[config.mk]
export PLATFORM = sky130hd
export DESIGN_NAME = mem_arbiter_flat
export DESIGN_NICKNAME = d
export VERILOG_FILES = /design/src/rtl/mem_arbiter_pkg.sv /design/src/rtl/mem_arbiter_if.sv /design/src/rtl/mem_arbiter_rd_tag_pipe.sv /design/src/rtl/mem_arbiter.sv /design/src/flat_wrapper.sv
export SDC_FILE = /design/constraint.sdc
export NUM_CORES = 1
export LEC_CHECK = 0
export ABC_AREA = 1
export CORE_AREA = 2 2 116 118
export DETAILED_ROUTE_END_ITERATION = 8
export DIE_AREA = 0 0 118 120
export SLEW_MARGIN = 20
export SYNTH_ARGS = -nofsm -noshare
export SYNTH_HDL_FRONTEND = slang
export SYNTH_SLANG_ARGS = --single-unit
[constraint.sdc]
create_clock -name clk -period 2.9 [get_ports clk]
set_clock_uncertainty 0.1 [all_clocks]
set_input_delay 0.87 -clock clk [delete_from_list [all_inputs] [get_ports clk]]
set_output_delay 0.87 -clock clk [all_outputs]
set_load 0.02 [all_outputs]
[src/rtl/mem_arbiter_pkg.sv]
// mem_arbiter_pkg: shared port ids, FSM state and read-tag types for the RAM arbiter
package mem_arbiter_pkg;
  localparam logic PORT_CPU = 1'b0;
  localparam logic PORT_DBG = 1'b1;
  typedef enum logic {ST_ARB = 1'b0, ST_LOCK = 1'b1} arb_state_t;
  typedef struct packed {
    logic valid;
    logic id;
  } rd_tag_t;
endpackage

[src/rtl/mem_arbiter_if.sv]
// mem_arbiter_if: one requester port (req/we/addr/wdata in, gnt/stall/rvalid/rdata out)
interface mem_arbiter_if #(parameter int DATA_W = 32, parameter int ADDR_W = 32);
  logic req;
  logic we;
  logic [ADDR_W-1:0] addr;
  logic [DATA_W-1:0] wdata;
  logic gnt;
  logic stall;
  logic rvalid;
  logic [DATA_W-1:0] rdata;
  modport master (output req, we, addr, wdata, input gnt, stall, rvalid, rdata);
  modport slave (input req, we, addr, wdata, output gnt, stall, rvalid, rdata);
endinterface

[src/rtl/mem_arbiter_rd_tag_pipe.sv]
// mem_arbiter_rd_tag_pipe: DEPTH-stage shift register of {valid,id} tracking reads in flight
// Ports: clk, rst_n (async clear), tag_in (issued this cycle), tag_out (tag whose data is on the RAM bus now)
module mem_arbiter_rd_tag_pipe
  import mem_arbiter_pkg::*;
#(
  parameter int DEPTH = 1
) (
  input  logic    clk,
  input  logic    rst_n,
  input  rd_tag_t tag_in,
  output rd_tag_t tag_out
);
  rd_tag_t stage [DEPTH];
  always_ff @(posedge clk or negedge rst_n) begin
    if (!rst_n) begin
      for (int i = 0; i < DEPTH; i++) stage[i] <= '0;
    end else begin
      stage[0] <= tag_in;
      for (int i = 1; i < DEPTH; i++) stage[i] <= stage[i-1];
    end
  end
  assign tag_out = stage[DEPTH-1];
endmodule

[src/rtl/mem_arbiter.sv]
// mem_arbiter: shares a single-port RAM between the CPU port (priority) and a starvation-bounded, lockable debug port
// Ports: clk, rst_n (async, active low); cpu/dbg requester ports; dbg_lock (hold RAM after next dbg grant);
//        mem_wr_sig/mem_wr_data/mem_addr to the RAM, mem_rd_data from it RD_LATENCY cycles after the address
module mem_arbiter
  import mem_arbiter_pkg::*;
#(
  parameter int DATA_W     = 32,
  parameter int ADDR_W     = 32,
  parameter int RD_LATENCY = 1,
  parameter int STARVE_MAX = 4
) (
  input  logic              clk,
  input  logic              rst_n,
  mem_arbiter_if.slave      cpu,
  mem_arbiter_if.slave      dbg,
  input  logic              dbg_lock,
  output logic              mem_wr_sig,
  output logic [DATA_W-1:0] mem_wr_data,
  output logic [ADDR_W-1:0] mem_addr,
  input  logic [DATA_W-1:0] mem_rd_data
);
  localparam int CNT_W = $clog2(STARVE_MAX + 1);
  arb_state_t state, state_nx;
  logic [CNT_W-1:0] starve_cnt;
  logic starved, cpu_gnt, dbg_gnt, cpu_rvalid, dbg_rvalid;
  rd_tag_t tag_in, tag_out;
  assign starved = starve_cnt == CNT_W'(STARVE_MAX);
  always_ff @(posedge clk or negedge rst_n) begin
    if (!rst_n) state <= ST_ARB;
    else state <= state_nx;
  end
  always_comb begin
    state_nx = state == ST_ARB ? ((dbg_gnt && dbg_lock) ? ST_LOCK : ST_ARB)
                               : (dbg_lock ? ST_LOCK : ST_ARB);
  end
  // Grants are gated by rst_n so every output reads zero while reset is held.
  always_comb begin
    dbg_gnt = rst_n && dbg.req && (state == ST_LOCK || !cpu.req || starved);
    cpu_gnt = rst_n && cpu.req && state == ST_ARB && !dbg_gnt;
  end
  always_ff @(posedge clk or negedge rst_n) begin
    if (!rst_n) starve_cnt <= '0;
    else if (!dbg.req || dbg_gnt) starve_cnt <= '0;
    else if (!starved) starve_cnt <= starve_cnt + 1'b1;
  end
  always_comb begin
    mem_wr_sig  = (cpu_gnt && cpu.we) || (dbg_gnt && dbg.we);
    mem_addr    = dbg_gnt ? dbg.addr : cpu_gnt ? cpu.addr : '0;
    mem_wr_data = dbg_gnt ? dbg.wdata : cpu_gnt ? cpu.wdata : '0;
    tag_in.valid = (cpu_gnt && !cpu.we) || (dbg_gnt && !dbg.we);
    tag_in.id    = dbg_gnt ? PORT_DBG : PORT_CPU;
  end
  mem_arbiter_rd_tag_pipe #(.DEPTH(RD_LATENCY)) u_tag_pipe (
    .clk     (clk),
    .rst_n   (rst_n),
    .tag_in  (tag_in),
    .tag_out (tag_out)
  );
  assign cpu_rvalid = tag_out.valid && tag_out.id == PORT_CPU;
  assign dbg_rvalid = tag_out.valid && tag_out.id == PORT_DBG;
  assign cpu.gnt    = cpu_gnt;
  assign dbg.gnt    = dbg_gnt;
  assign cpu.stall  = rst_n && cpu.req && !cpu_gnt;
  assign dbg.stall  = rst_n && dbg.req && !dbg_gnt;
  assign cpu.rvalid = cpu_rvalid;
  assign dbg.rvalid = dbg_rvalid;
  assign cpu.rdata  = cpu_rvalid ? mem_rd_data : '0;
  assign dbg.rdata  = dbg_rvalid ? mem_rd_data : '0;
endmodule
[src/flat_wrapper.sv]
// flat-port wrapper written by rule: the top's interface ports become plain ports
module mem_arbiter_flat import mem_arbiter_pkg::*;
#(
  parameter int DATA_W     = 32,
  parameter int ADDR_W     = 32,
  parameter int RD_LATENCY = 1,
  parameter int STARVE_MAX = 4
)
  (clk, rst_n, dbg_lock, mem_wr_sig, mem_wr_data, mem_addr, mem_rd_data, cpu_req, cpu_we, cpu_addr, cpu_wdata, cpu_gnt, cpu_stall, cpu_rvalid, cpu_rdata, dbg_req, dbg_we, dbg_addr, dbg_wdata, dbg_gnt, dbg_stall, dbg_rvalid, dbg_rdata);
  mem_arbiter_if #(.DATA_W(DATA_W), .ADDR_W(ADDR_W)) cpu_i ();
  mem_arbiter_if #(.DATA_W(DATA_W), .ADDR_W(ADDR_W)) dbg_i ();
  input  logic clk;
  input  logic rst_n;
  input  logic dbg_lock;
  output logic mem_wr_sig;
  output logic [DATA_W-1:0] mem_wr_data;
  output logic [ADDR_W-1:0] mem_addr;
  input  logic [DATA_W-1:0] mem_rd_data;
  input wire logic [$bits(cpu_i.req)-1:0] cpu_req;
  input wire logic [$bits(cpu_i.we)-1:0] cpu_we;
  input wire logic [$bits(cpu_i.addr)-1:0] cpu_addr;
  input wire logic [$bits(cpu_i.wdata)-1:0] cpu_wdata;
  output wire logic [$bits(cpu_i.gnt)-1:0] cpu_gnt;
  output wire logic [$bits(cpu_i.stall)-1:0] cpu_stall;
  output wire logic [$bits(cpu_i.rvalid)-1:0] cpu_rvalid;
  output wire logic [$bits(cpu_i.rdata)-1:0] cpu_rdata;
  input wire logic [$bits(dbg_i.req)-1:0] dbg_req;
  input wire logic [$bits(dbg_i.we)-1:0] dbg_we;
  input wire logic [$bits(dbg_i.addr)-1:0] dbg_addr;
  input wire logic [$bits(dbg_i.wdata)-1:0] dbg_wdata;
  output wire logic [$bits(dbg_i.gnt)-1:0] dbg_gnt;
  output wire logic [$bits(dbg_i.stall)-1:0] dbg_stall;
  output wire logic [$bits(dbg_i.rvalid)-1:0] dbg_rvalid;
  output wire logic [$bits(dbg_i.rdata)-1:0] dbg_rdata;
  assign cpu_i.req = cpu_req;
  assign cpu_i.we = cpu_we;
  assign cpu_i.addr = cpu_addr;
  assign cpu_i.wdata = cpu_wdata;
  assign cpu_gnt = cpu_i.gnt;
  assign cpu_stall = cpu_i.stall;
  assign cpu_rvalid = cpu_i.rvalid;
  assign cpu_rdata = cpu_i.rdata;
  assign dbg_i.req = dbg_req;
  assign dbg_i.we = dbg_we;
  assign dbg_i.addr = dbg_addr;
  assign dbg_i.wdata = dbg_wdata;
  assign dbg_gnt = dbg_i.gnt;
  assign dbg_stall = dbg_i.stall;
  assign dbg_rvalid = dbg_i.rvalid;
  assign dbg_rdata = dbg_i.rdata;
  mem_arbiter #(.DATA_W(DATA_W), .ADDR_W(ADDR_W), .RD_LATENCY(RD_LATENCY), .STARVE_MAX(STARVE_MAX)) u_core (.clk(clk), .rst_n(rst_n), .cpu(cpu_i), .dbg(dbg_i), .dbg_lock(dbg_lock), .mem_wr_sig(mem_wr_sig), .mem_wr_data(mem_wr_data), .mem_addr(mem_addr), .mem_rd_data(mem_rd_data));
endmodule
# Yosys cells after proc, flatten, opt, wreduce, memory -nomap -nowiden
# Cells that the tools add are included.
classes:
  n_bitwise: 2
  magnitude_cmp: 0
  n_mux: 12
  n_div: 0
  n_shift: 0
  eq_ne: 2
  n_addsub: 1
  multipliers: 0
  reduce_logical: 25
op_table:
  columns: ["operator", "n"]
  rows:
  - ["$mux 32", 6]
  - ["$logic_and 1x1->1", 14]
  - ["$logic_not 1->1", 6]
  - ["$mux 3", 2]
  - ["$logic_or 1x1->1", 5]
  - ["$mux 1", 4]
  - ["$add 3x1->3 const B", 1]
  - ["$eq 3x3->1 const B", 1]
  - ["$ne 2x2->1 const B", 1]
  - ["$not 1->1", 2]
word_totals:
  ram_bits: 0
  output_inout_bits: 135
  in_bits: 167
  elab_cells: 46
  mem_bits_ro: 0
  memories: 0
  regBits: 6
  latch_bits: 0

# Depth between registers and ports, before layout
# Gate-level depths: netlist of the first run.
depth:
  ltp_word: 8
  ltp_mapped: 8
  ltp_nobuf: 7

# Modules after synthesis
# From an unflattened synthesis of the first run, not the netlist that was laid out.
unflattened:
  hier_cells: 371
  area_unflattened_um2: 1783.0
modules_own_cells:
  columns: ["module", "area_each_um2", "cells_each", "n_inst"]
  rows:
  - ["mem_arbiter", 1732.9, 369, 1]
  - ["mem_arbiter_rd_tag_pipe", 50.0, 2, 1]

# Least setup slack after synthesis of the first run
# Ideal clock, no wire load.
synth_timing:
  path_type: "input-to-output"
  start: "input port rst_n"
  end: "output port mem_addr[22]"
  slack_ps: 310
  arrival_time_ps: 1620
  required_ps: 1930
  stages: 6
  n_path_buf: 2
  path_cell_list: "nand2_1 > inv_2 > buf_2 > buf_2 > nand3_1 > nand2_1"
synth_via:
  elab_chain_len: 6
  elab_cells_between_ends: 8
synth_lines:
  columns: ["item", "line", "text"]
  rows:
  - ["start: declaration", "flat_wrapper.sv:13", "input logic rst_n;"]
  - ["$logic_and 1x1->1 (2 in series)", "mem_arbiter.sv:38", "dbg_gnt = rst_n && dbg.req && (state == ST_LOCK || !cpu.req || starved);"]
  - ["$logic_not 1->1", "mem_arbiter.sv:39", "cpu_gnt = rst_n && cpu.req && state == ST_ARB && !dbg_gnt;"]
  - ["$logic_and 1x1->1", "mem_arbiter.sv:39", null]
  - ["$mux 32", "mem_arbiter.sv:48", "mem_addr = dbg_gnt ? dbg.addr : cpu_gnt ? cpu.addr : '0;"]
  - ["$mux 32 *", "mem_arbiter.sv:48", null]
  - ["end: declaration", "flat_wrapper.sv:17", "output logic [ADDR_W-1:0] mem_addr;"]
# Every way passes the cells marked *; elsewhere a longest branch is shown, timed or not.

# Worst setup path after layout of the first run
layout_timing:
  start: "input port cpu_req"
  end: "output port mem_addr[12]"
layout_via:
  elab_chain_len: 8
  elab_cells_between_ends: 10
layout_lines:
  columns: ["item", "line", "text"]
  rows:
  - ["start: declaration", "flat_wrapper.sv:19", "input wire logic [$bits(cpu_i.req)-1:0] cpu_req;"]
  - ["$logic_not 1->1", "mem_arbiter.sv:38", null]
  - ["$logic_or 1x1->1 (2 in series)", "mem_arbiter.sv:38", null]
  - ["$logic_and 1x1->1", "mem_arbiter.sv:38", null]
  - ["$logic_not 1->1", "mem_arbiter.sv:39", null]
  - ["$logic_and 1x1->1", "mem_arbiter.sv:39", null]
  - ["$mux 32", "mem_arbiter.sv:48", null]
  - ["$mux 32 *", "mem_arbiter.sv:48", null]
# Marked as above.

==> impl_metrics.csv, run 1 <==
group,metric,value,unit
logic_synthesis,syn_inst,371,
timing,fmax,350,MHz
logic_synthesis,syn_area_per_cell,4.78,um2
grt,grt_start_max_net_pins,68,
logic_synthesis,ys_warn_count,0,
setup_path,path_max_fanout,6,
setup_path,cp.required,1.93,ns
clock_network,cts_max_level,1,
setup_path,reg2reg_depth,8,
setup_path,cp_top_family,"buffers and inverters",
clock_network,cts_tree,"built",
cells_and_area,antenna_cells,0,
logic_synthesis,syn_area,1770,um2
setup_path,r2r_start,"u_core.starve_cnt[0]",
timing,hold_viol,0,
place,gp_congestion,0.894,
power,power.leakage,0.00305,uW
cells_and_area,syn2layout_area_growth,214,%
detailed_routing,first_pass_iters,5,
detailed_routing,avgViaCountPerCell,4.37,
cells_and_area,fillCellCount,1363,
timing,max_slew.worst_pin.slew,0.374,ns
job,drv_cap,0,
setup_path,path_cells,"buf_4, nand3_4, nand2_8, buf_12, buf_16, nand3_1, nand2_1, buf_6",
grt,antenna_found_initial,0,
logic_synthesis,yosysSeqAreaShare,8.47,%
timing,drv_slew,0,
power,cellPowerDensity,222,nW/um2
clock_network,numCtsBuffers,3,
timing,finalSetupTns,0,ns
logic_synthesis,yosys.area.top_type,"nand3_1",
logic_synthesis,synthTopCellsByArea,"nand3_1, nand2_1, nor2_1",
clock_network,clkLatencyLatePin,0.23,ns
grt,grtUsageTotal,17.8,%
detailed_routing,ant_nets,0,
timing,setup_slack,0.0433,ns
grt,grt_pass1_vias,3850,
detailed_routing,drt_wl_total,13.9,mm
cells_and_area,multi_input_area,1420,um2
logic_synthesis,synthDominantCellAreaShare,37.0,%
cells_and_area,final_util,42.9,%
logic_synthesis,synthFlopType,"dfrtp_1",
grt,grt_first_pass_wirelength,20.1,mm
floorplan,die_w,118,um
cells_and_area,regArea,150,um2
timing,setup_violations,0,
detailed_routing,initialDrtViolationCount,102,
detailed_routing,drcViolationCount,0,
floorplan,die_h,120,um
clock_network,cts_root_buf,"clkbuf_16",
status,outcome,"completed",
floorplan,core-area,13000,um2
logic_synthesis,syn_nets,540,
setup_path,cp.arrival,1.89,ns
setup_path,cp_slowest_cell,"nand3_4",
cells_and_area,final_layout_size_suffix_gt1_share,21.3,%
setup_path,worst-path-buf-inv,4,
detailed_routing,vias,3779,
timing,maxSlewHeadroom,75.1,%
clock_network,cts.path.max_buffers,2,
logic_synthesis,synthArstFlopShare,100,%
place,numPortBuffers,301,
setup_path,rr_endpoint,"u_core.u_tag_pipe.tag_out[1]",
floorplan,initial_utilization,13.7,%
worst_hold_path,min_path_type,"in2async",
clock_network,cts_sinks,6,
detailed_routing,wire_per_inst,16.1,um
setup_path,crit_path_start_kind,"input port",
place,dp_slack,-0.774,ns
clock_network,clk_pin_slew,0.03,ns
timing,min_period,2.86,ns
grt,grt-ovfl-total,0,
cells_and_area,fin_nets,860,
floorplan,die_area,14200,um2
logic_synthesis,synth.ff_latch_count,6,
logic_synthesis,synth.distinct_cells,18,
place,dp_hpwl,9.54,mm
setup_path,end_kind,"output port",
setup_path,critical-path-max-stage-delay,0.18,ns
timing,fin_crit_sh,98.5,%
power,ir_drop,0.114,mV
setup_path,r2r_setup_slack,1.19,ns
floorplan,pin_count,302,
logic_synthesis,synth-edff-count,0,
setup_path,criticalPathCategory,"in2out",
floorplan,placementRows,42,
[per-layer routing]
metal	vias to the layer above	share of wire (%)	track usage, %
met2	225	51	33.5
met3	24	8.7	4.42
met5	-	0	0
met1	1711	37	19.2
met4	0	2.8	6.55
li1	1819	-	-
[per-stage QoR]
step                      cells  cell area [um2]  hold slack (ns)  power, uW
after floorplan             371             1770            0.457        420
after global placement      834             5060            0.507        901
after detailed placement    834             5060            0.520        911
after CTS                   863             5470            0.465       1220
after global routing        865             5570            0.456       1310
final                       865             5570            0.446       1240
[registers in the layout (all words and copies together), names as in the netlist]
signal / count
u_core.starve_cnt: 3
u_core.u_tag_pipe.tag_out: 2
u_core.state: 1
[cells in the final DEF (no fill, tap or decap), types with 4 or more instances in the layout]
master / instances
buf_16: 14
clkbuf_16: 4
nand2_1: 68
nand3_2: 8
clkdlybuf4s50_1: 165
buf_6: 18
buf_12: 12
buf_4: 35
buf_2: 37
nand3_1: 122
dlygate4sd2_1: 62
dfrtp_1: 6
nand2_2: 6
inv_1: 41
nor2_1: 71
[layout make-up]
type | count | area share (%)
multi-input cells | 289 | 25.4
flip-flops and latches | 6 | 2.69
repair buffers | 348 | 63.6
well taps | 176 | 3.95
clock buffers | 3 | 1.35
inverters | 43 | 2.99
[cell families (layout without fill, tap and decap cells)]
| kind of cell | count (synthesis) | in the layout | synth area share [%] |
|---|---|---|---|
| AOI/OAI and AO/OA | 3 | 3 | 0.988 |
| and+or+nand+nor | 282 | 283 | 69.9 |
| xor gates and xnor gates | 1 | 1 | 0.494 |
| adders and majority gates | 2 | 2 | 1.41 |
| buffers and inverters | 77 | 394 | 18.7 |
| DFF | 6 | 6 | 8.47 |
[power by group]
group / total, uW / internal, uW / leakage [uW] / switching, uW
Sequential: 97.5 / 92.4 / 0.0000798 / 5.13
Clock: 226 / 177 / 0.0000370 / 49.2
Combinational: 913 / 485 / 0.00293 / 429
Total: 1240 / 754 / 0.00305 / 483
[synthesized netlist by cell type, types with 2 or more instances]
master	count
nor2_1	72
inv_2	2
buf_2	16
inv_1	41
nand2_2	2
dfrtp_1	6
nand2_1	74
buf_4	6
ha_1	2
nand3_1	131
clkbuf_1	12
[repair_timing]
item | CTS | global route
hold buffers | 0 | 0
gates resized for setup | 400 | 35
buffers inserted | 12 | 1
cloned | 14 | 1
pin swaps | 12 | 9
setup endpoints to repair | 132 | 41
[worst max path at each step]
stage | startpoint | to | cells after the start
after floorplan | rst_n | mem_addr[22] | 6
after global placement | cpu_req | mem_wr_data[3] | 7
after detailed placement | rst_n | mem_wr_data[26] | 7
after CTS | rst_n | mem_wr_data[31] | 10
after global routing | u_core.starve_cnt[0] | mem_addr[12] | 10
final | cpu_req | mem_addr[12] | 8
Note: power is estimated with default switching activity, not from simulation.
==> run 2, diff against run 1 <==
--- a/config.mk
+++ b/config.mk
@@ -6,6 +6,7 @@
 export NUM_CORES = 1
 export LEC_CHECK = 0
 export ABC_AREA = 1
+export CAP_MARGIN = 30
 export CORE_AREA = 2 2 116 118
 export DETAILED_ROUTE_END_ITERATION = 8
 export DIE_AREA = 0 0 118 120
==> results of run 2 <==
Final layout, timing and power as in run 1 (identical DEF).
==> run 3, diff against run 2 <==
--- a/config.mk
+++ b/config.mk
@@ -10,6 +10,7 @@
 export CORE_AREA = 2 2 116 118
 export DETAILED_ROUTE_END_ITERATION = 8
 export DIE_AREA = 0 0 118 120
+export RECOVER_POWER = 100
 export SLEW_MARGIN = 20
 export SYNTH_ARGS = -nofsm -noshare
 export SYNTH_HDL_FRONTEND = slang
==> run 3 against run 2 <==
Critical path depth shrank 4. Die area unchanged. Sequential cell count is the same. Core utilization is 0.35 points lower. Critical path type unchanged. Largest cell class unchanged.
==> impl_metrics.csv, run 3 (same netlist as run 1, synthesis figures left out) <==
group,metric,value,unit
place,numPortBuffers,301,
clock_network,clk_pin_slew,0.03,ns
detailed_routing,initialDrtViolationCount,123,
clock_network,cts_tree,"built",
grt,grt_pass1_vias,3850,
cells_and_area,antenna_cells,0,
floorplan,die_w,118,um
power,ir_drop,0.114,mV
cells_and_area,final_util,42.6,%
timing,max_slew.worst_pin.slew,0.371,ns
floorplan,die_h,120,um
job,drv_cap,0,
setup_path,critical-path-max-stage-delay,0.53,ns
setup_path,path_cells,"dlygate4sd3_1, inv_1, nor2_1, dlygate4sd2_1",
timing,fin_crit_sh,99.0,%
place,gp_congestion,0.894,
floorplan,die_area,14200,um2
grt,grt_first_pass_wirelength,20.1,mm
timing,setup_slack,0.0300,ns
grt,grtUsageTotal,17.8,%
power,cellPowerDensity,222,nW/um2
floorplan,pin_count,302,
cells_and_area,syn2layout_area_growth,212,%
timing,min_period,2.87,ns
timing,drv_slew,0,
detailed_routing,first_pass_iters,4,
clock_network,cts_sinks,6,
timing,setup_violations,0,
detailed_routing,ant_nets,0,
detailed_routing,wire_per_inst,16.1,um
grt,grt-ovfl-total,0,
grt,grt_start_max_net_pins,68,
cells_and_area,top_register,"u_core.starve_cnt",
clock_network,clkLatencyLatePin,0.23,ns
status,outcome,"completed",
detailed_routing,drcViolationCount,0,
floorplan,initial_utilization,13.7,%
setup_path,cp_slowest_cell,"dlygate4sd3_1",
setup_path,reg2reg_depth,8,
clock_network,cts.path.max_buffers,2,
timing,hold_viol,0,
setup_path,path_max_fanout,2,
setup_path,end_kind,"output port",
floorplan,placementRows,42,
place,dp_hpwl,9.54,mm
setup_path,crit_path_start_kind,"input port",
cells_and_area,layout_commonest_cell,"clkdlybuf4s50_1",
cells_and_area,layout_common_cells,"clkdlybuf4s50_1, nand3_1, nor2_1",
cells_and_area,fin_nets,860,
detailed_routing,avgViaCountPerCell,4.42,
setup_path,criticalPathCategory,"in2out",
floorplan,core-area,13000,um2
cells_and_area,final_layout_size_suffix_gt1_share,20.9,%
detailed_routing,drt_wl_total,13.9,mm
clock_network,cts_max_level,1,
setup_path,cp.required,1.93,ns
clock_network,numCtsBuffers,3,
place,dp_slack,-0.774,ns
power,p_total,1230,uW
detailed_routing,vias,3820,
timing,maxSlewHeadroom,75.2,%
worst_hold_path,min_path_type,"in2async",
cells_and_area,largest_reg_flops,3,
timing,fmax,348,MHz
power,power.leakage,0.00302,uW
setup_path,cp.arrival,1.90,ns
grt,antenna_found_initial,0,
timing,finalSetupTns,0,ns
clock_network,cts_root_buf,"clkbuf_16",
run 3: cell count changes in the layout (fill, tap and decap cells not counted), sizes merged:
cell	delta
buf	-30
clkbuf	+30
clkdlybuf4s50	-4
dlygate4sd3	+4
run 3: power by group:
part | internal (uW) | switching (uW)
combinational | 475 | 428
clock | 177 | 49.3
sequential | 92.4 | 5.13
total | 745 | 483
run 3: final timing paths:
path | slack, ns | start | endpoint
max in group asynchronous | 1.92 | rst_n | u_core.starve_cnt[1]
worst min register to register | 0.56 | u_core.state | u_core.state
worst max register to register | 1.19 | u_core.starve_cnt[0] | u_core.u_tag_pipe.tag_out[1]
worst max-delay path | 0.03 | mem_rd_data[7] | cpu_rdata[7]
min in group clk | 0.56 | u_core.state | u_core.state
worst min-delay path | 0.52 | rst_n | u_core.state
run 3: critical path, delay by kind of cell:
family	cells	cell delay, ns
buffers and inverters	3	0.93
and+or+nand+nor	1	0.10
run 3: layout make-up:
cell class                 count  area, um2
clock buffer                   3       75.1
fill                        1372       7450
inverter                      43        166
multi-input combinational    289       1410
sequential                     6        150
tap                          176        220
timing repair buffer         348       3510
run 3: per-stage QoR:
step / std cells / area (um2) / hold slack [ns]
floorplan: 371 / 1770 / 0.457
global route: 865 / 5530 / 0.561
detailed placement: 834 / 5060 / 0.520
finish: 865 / 5530 / 0.521
CTS: 863 / 5470 / 0.465
global placement: 834 / 5060 / 0.507
run 3: layer usage:
layer	routed length (um)	global-route usage, %	share of wire [%]	vias up
li1	-	-	-	1822
met1	5230	19.2	38	1724
met2	7060	33.5	51	245
met3	1210	4.42	8.7	29
met4	422	6.55	3.0	0
met5	0	0	0	-
run 3: timing repair:
action | 4_1_cts | 5_1_grt
hold buffers | 0 | 0
setup buffers | 12 | 1
gates cloned | 14 | 1
setup endpoints to repair | 132 | 41
gates resized for setup | 400 | 35
pin swaps | 12 | 9
